===== src/rtl/bcd_pkg.sv =====
// Shared BCD definitions: converter FSM states, default widths and a digit legality check.
package bcd_pkg;

    typedef enum logic [1:0] {
        IDLE  = 2'd0,
        SHIFT = 2'd1,
        DONE  = 2'd2
    } bcd_state_e;

    localparam int unsigned DIGITS_DEF = 6;
    localparam int unsigned BIN_W_DEF  = 20;

    function automatic logic bcd_digit_ok(input logic [3:0] nibble);
        return nibble <= 4'd9;
    endfunction

endpackage


===== src/rtl/bcd_nib_adj.sv =====
// Reverse double-dabble nibble correction: subtract 3 from any nibble that is 8 or more.
module bcd_nib_adj (
    input  logic [3:0] i_nib,
    output logic [3:0] o_nib
);

    always_comb begin
        o_nib = i_nib;
        if (i_nib >= 4'd8) begin
            o_nib = i_nib - 4'd3;
        end
    end

endmodule


===== src/rtl/bcd2bin_seq.sv =====
// Sequential BCD-to-binary converter (reverse double-dabble), one bit per clock,
// with start/busy/done handshake and illegal-digit flagging.
module bcd2bin_seq
    import bcd_pkg::*;
#(
    parameter int unsigned DIGITS = DIGITS_DEF,
    parameter int unsigned BIN_W  = BIN_W_DEF
) (
    input  logic                  clk,
    input  logic                  reset_n,
    input  logic                  start,
    input  logic [4*DIGITS-1:0]   bcd,
    output logic                  busy,
    output logic                  done,
    output logic [BIN_W-1:0]      bin,
    output logic                  err
);

    localparam int unsigned SW = 4 * DIGITS;
    localparam int unsigned CW = $clog2(BIN_W + 1);

    bcd_state_e          r_state;
    logic [SW-1:0]       r_sreg;
    logic [BIN_W-1:0]    r_work;
    logic [CW-1:0]       r_cnt;
    logic                r_busy;
    logic                r_done;
    logic                r_err;
    logic [BIN_W-1:0]    r_bin;

    logic [SW+BIN_W-1:0] w_shift;
    logic [SW-1:0]       w_sreg_sh;
    logic [SW-1:0]       w_sreg_adj;
    logic [BIN_W-1:0]    w_work_sh;
    logic                w_legal;
    logic                w_last;

    // sreg and work shift as one register; sreg LSB feeds work MSB
    assign w_shift   = {r_sreg, r_work} >> 1;
    assign w_sreg_sh = w_shift[SW+BIN_W-1:BIN_W];
    assign w_work_sh = w_shift[BIN_W-1:0];
    assign w_last    = (r_cnt == CW'(BIN_W - 1));

    for (genvar g = 0; g < DIGITS; g++) begin : g_adj
        bcd_nib_adj u_adj (
            .i_nib (w_sreg_sh[4*g +: 4]),
            .o_nib (w_sreg_adj[4*g +: 4])
        );
    end

    always_comb begin
        w_legal = 1'b1;
        for (int i = 0; i < DIGITS; i++) begin
            if (!bcd_digit_ok(bcd[4*i +: 4])) begin
                w_legal = 1'b0;
            end
        end
    end

    always_ff @(posedge clk or negedge reset_n) begin
        if (!reset_n) begin
            r_state <= IDLE;
            r_sreg  <= '0;
            r_work  <= '0;
            r_cnt   <= '0;
            r_busy  <= 1'b0;
            r_done  <= 1'b0;
            r_err   <= 1'b0;
            r_bin   <= '0;
        end else begin
            unique case (r_state)
                // DONE accepts a new start so back-to-back requests lose no cycle
                IDLE, DONE: begin
                    r_done <= 1'b0;
                    if (start) begin
                        r_busy <= 1'b1;
                        if (w_legal) begin
                            r_sreg  <= bcd;
                            r_work  <= '0;
                            r_cnt   <= '0;
                            r_err   <= 1'b0;
                            r_state <= SHIFT;
                        end else begin
                            r_err   <= 1'b1;
                            r_bin   <= '0;
                            r_done  <= 1'b1;
                            r_state <= DONE;
                        end
                    end else begin
                        r_busy  <= 1'b0;
                        r_state <= IDLE;
                    end
                end
                SHIFT: begin
                    r_sreg <= w_sreg_adj;
                    r_work <= w_work_sh;
                    r_cnt  <= r_cnt + CW'(1);
                    if (w_last) begin
                        r_bin   <= w_work_sh;
                        r_done  <= 1'b1;
                        r_state <= DONE;
                    end
                end
                default: begin
                    r_busy  <= 1'b0;
                    r_done  <= 1'b0;
                    r_state <= IDLE;
                end
            endcase
        end
    end

    assign busy = r_busy;
    assign done = r_done;
    assign bin  = r_bin;
    assign err  = r_err;

endmodule


===== config.mk =====
export PLATFORM = sky130hd
export DESIGN_NAME = bcd2bin_seq
export DESIGN_NICKNAME = d
export VERILOG_FILES = /design/src/rtl/bcd_pkg.sv /design/src/rtl/bcd_nib_adj.sv /design/src/rtl/bcd2bin_seq.sv
export SDC_FILE = /design/constraint.sdc
export NUM_CORES = 1
export LEC_CHECK = 0
export BUFFER_PORTS_ARGS = -buffer_cell sky130_fd_sc_hd__buf_2
export CAP_MARGIN = 20
export CORE_UTILIZATION = 38
export DETAILED_ROUTE_END_ITERATION = 10
export SLEW_MARGIN = 20
export SYNTH_ARGS = -nofsm -noshare
export SYNTH_HDL_FRONTEND = slang
export SYNTH_SLANG_ARGS = --single-unit

===== constraint.sdc =====
create_clock -name clk -period 1.7 [get_ports clk]
set_clock_uncertainty 0.2 [all_clocks]
set_input_delay 0.34 -clock clk [delete_from_list [all_inputs] [get_ports clk]]
set_output_delay 0.34 -clock clk [all_outputs]
set_load 0.02 [all_outputs]

==> results_dict.tcl <==
set metrics [dict create \
    yosysMostFrequentCell "dfrtp_1" \
    synthTopCellsByArea "dfrtp_1, a22o_1, ha_1" \
    die_w_um 95.0 \
    cts_tree "built" \
    cp.depth 4 \
    worstReg2RegEnd "r_work[16]" \
    yosys_most_used_dff "dfrtp_1" \
    grt_first_pass_wirelength_mm 12.0 \
    placed_area_mm2 0.00395 \
    dp_cells 474 \
    regToRegSetupSlack_ps 10 \
    synthXorXnorAreaFrac_pct 3.46 \
    io_pins 50 \
    worstSetupStartpointType "register" \
    tightest_slew_ps 384 \
    worst-path-buf-inv 1 \
    period_minus_slack_ps 1690 \
    grt_usage_pct 17.4 \
    clk_pin_slew_ps 80 \
    core_area_mm2 0.00830 \
    diodes 0 \
    postSynth.asyncResetShare_pct 100 \
    synth.area.mux_share_pct 2.44 \
    synth_area_mm2 0.00329 \
    grt_setup_unrepaired "yes" \
    clk_latency_ps 340 \
    nNetsFinal 421 \
    timing.critical_path.from "r_state[0]" \
    syn_to_final_growth_pct 30.0 \
    final_cells 493 \
    io_buffers 49 \
    place_ws_ps -321 \
    synth_top_family_by_area "compound AO/OA/AOI/OAI gates" \
    cpLargestDelayFamily "compound AO/OA/AOI/OAI gates" \
    synth_edf_count 0 \
    grt_pass1_vias 2397 \
    synth_area_leader_cell "dfrtp_1" \
    r2r_start "r_state[0]" \
    wl_per_cell_um 14.4 \
    start_util_pct 39.6 \
    ys_warn_count 0 \
    grt-ovfl-total 0 \
    path_max_fanout 23 \
    root_buffer "clkbuf_8" \
    seq_area_frac_synth_pct 54.8 \
    critPathKind "register to register" \
    power_density_mw_per_mm2 1230 \
    cts_made_buffers 9 \
    drive_above_1_share_pct 32.0 \
    design_area_mm2 0.00427 \
    gp_congestion 0.750 \
    setup_slack_ps 10.0 \
    endpoint "r_work[16]" \
    slew_headroom_pct 74.4 \
    fmax_mhz 592 \
    hold_viol 0 \
    maxCapViolCount 0 \
    yosys.area_share.adder_pct 4.19 \
    drc 0 \
    reg2reg_depth 4 \
    power_leakage_nw 2.12 \
    synthCells 296 \
    synth.avg_cell_area_um2 11.1 \
    status "finished clean" \
    required_ps 1730 \
    initialDrtViolationCount 93 \
    drt_wl_total_mm 7.11 \
    antenna_found_initial 0 \
    synth-compound-area-share_pct 22.2 \
    synth.net_count 334 \
    cp_cell_sequence "nand2b_4 -> o31a_4 -> buf_12 -> a22o_1" \
    die_y_um 95.0 \
    ant_nets 0 \
    cts.sinks 72 \
    yosys.area_share.simple_pct 8.49 \
    end_kind "register" \
    ys_ff_latch 72 \
    grt_max_degree 73 \
    whs_ps 31.4 \
    rows 33 \
    setup_viol 0 \
    cts_buffer_depth 2 \
    cp.arrival_ps 1720 \
    slew_viol_final 0 \
    dr_total_vias 2498 \
    ir_drop_mv 0.646 \
    hold_path_class "input port to register" \
    synth_top_area_share_pct 54.8 \
    slowest_stage "o31a_4" \
    htreeDepth 3 \
    synth_common_cells "dfrtp_1, a22o_1, nor2_1" \
    hpwl_mm 4.80 \
    ys_types 29 \
    dieArea_mm2 0.00903 \
    fin_crit_sh_pct 99.4 \
    vias_per_cell 5.07 \
    firstDrtPassIters 4 \
    critPathMaxStageDelay_ps 440 \
]
## cell usage in the layout (no fill, tap or decap), types with 2 or more instances in the layout
cell	n
dfrtp_1	70
buf_4	39
nand2_1	22
xnor2_1	13
o31ai_1	3
bufinv_16	3
o21ai_2	2
a22o_1	44
nand2b_4	2
mux2i_1	8
buf_12	5
and2_1	2
nor2b_1	5
ha_1	11
a221o_1	4
nor2_1	23
inv_6	2
clkbuf_8	9
inv_1	11
a211oi_1	2
a31o_2	3
a31oi_1	5
a21oi_1	14
buf_2	49
o21ai_1	8
o21ai_0	12
nand4b_1	2
dfrtp_2	2
## cells by family (layout without fill, tap and decap cells)
family,count (synthesis),in the layout
AOI/OAI and AO/OA,101,101
adders and majority gates,11,11
xor gates and xnor gates,13,13
muxes,8,8
buffers and inverters,29,121
DFF,72,72
and+or+nand+nor,62,62
## state kept, by name, summed over array words and instances, names as in the netlist
name     cells
r_work      19
err          1
busy         1
r_state      2
r_cnt        5
bin         20
r_sreg      24
## stage by stage
step | utilization, % | TNS (ps) | power (mW)
2_1_floorplan | - | -99.7 | 3.20
3_3_place_gp | 47.6 | -17800 | 3.59
3_5_place_dp | 47.6 | -18060 | 3.63
4_1_cts | 51.0 | 0 | 5.30
5_1_grt | 51.5 | -95.4 | 5.61
6_report | 51.5 | 0 | 5.26
## worst min path at each step
stage | startpoint | endpoint | cells after the start
2_1_floorplan | reset_n | bin[0] | 0
3_3_place_gp | reset_n | r_sreg[14] | 2
3_5_place_dp | reset_n | r_sreg[14] | 2
4_1_cts | bcd[23] | r_sreg[23] | 2
5_1_grt | bcd[23] | r_sreg[23] | 2
6_report | bcd[23] | r_sreg[23] | 2
## power breakdown
part	switching [mW]	internal, mW
Combinational	0.543	0.679
Sequential	0.366	2.03
Clock	0.659	0.986
Total	1.57	3.69
## final cells by class
type | count | area, µm²
clock inverters | 6 | 115
flip-flops and latches | 72 | 1800
fillers | 738 | 4030
clock buffers | 10 | 128
multi-input cells | 195 | 1410
repair buffers | 94 | 648
inverters | 11 | 41.3
well taps | 105 | 131
## per-layer routing
layer | GRT usage (%) | wire length (µm) | vias up
met5 | 0 | 0 | -
met4 | 6.82 | 116 | 0
met3 | 2.82 | 228 | 10
met2 | 26.3 | 3240 | 42
met1 | 24.8 | 3520 | 1210
li1 | - | - | 1236
## timing repair
| item | 4_1_cts | 5_1_grt |
|---|---|---|
| hold endpoints to repair | 72 | 0 |
| endpoints found under the setup margin | 65 | 52 |
| hold buffers | 1 | 0 |
| pin swaps | 2 | 5 |
| gates resized for setup | 6 | 6 |
| setup buffers | 0 | 2 |
No activity file was read; power rests on OpenSTA's default activity.
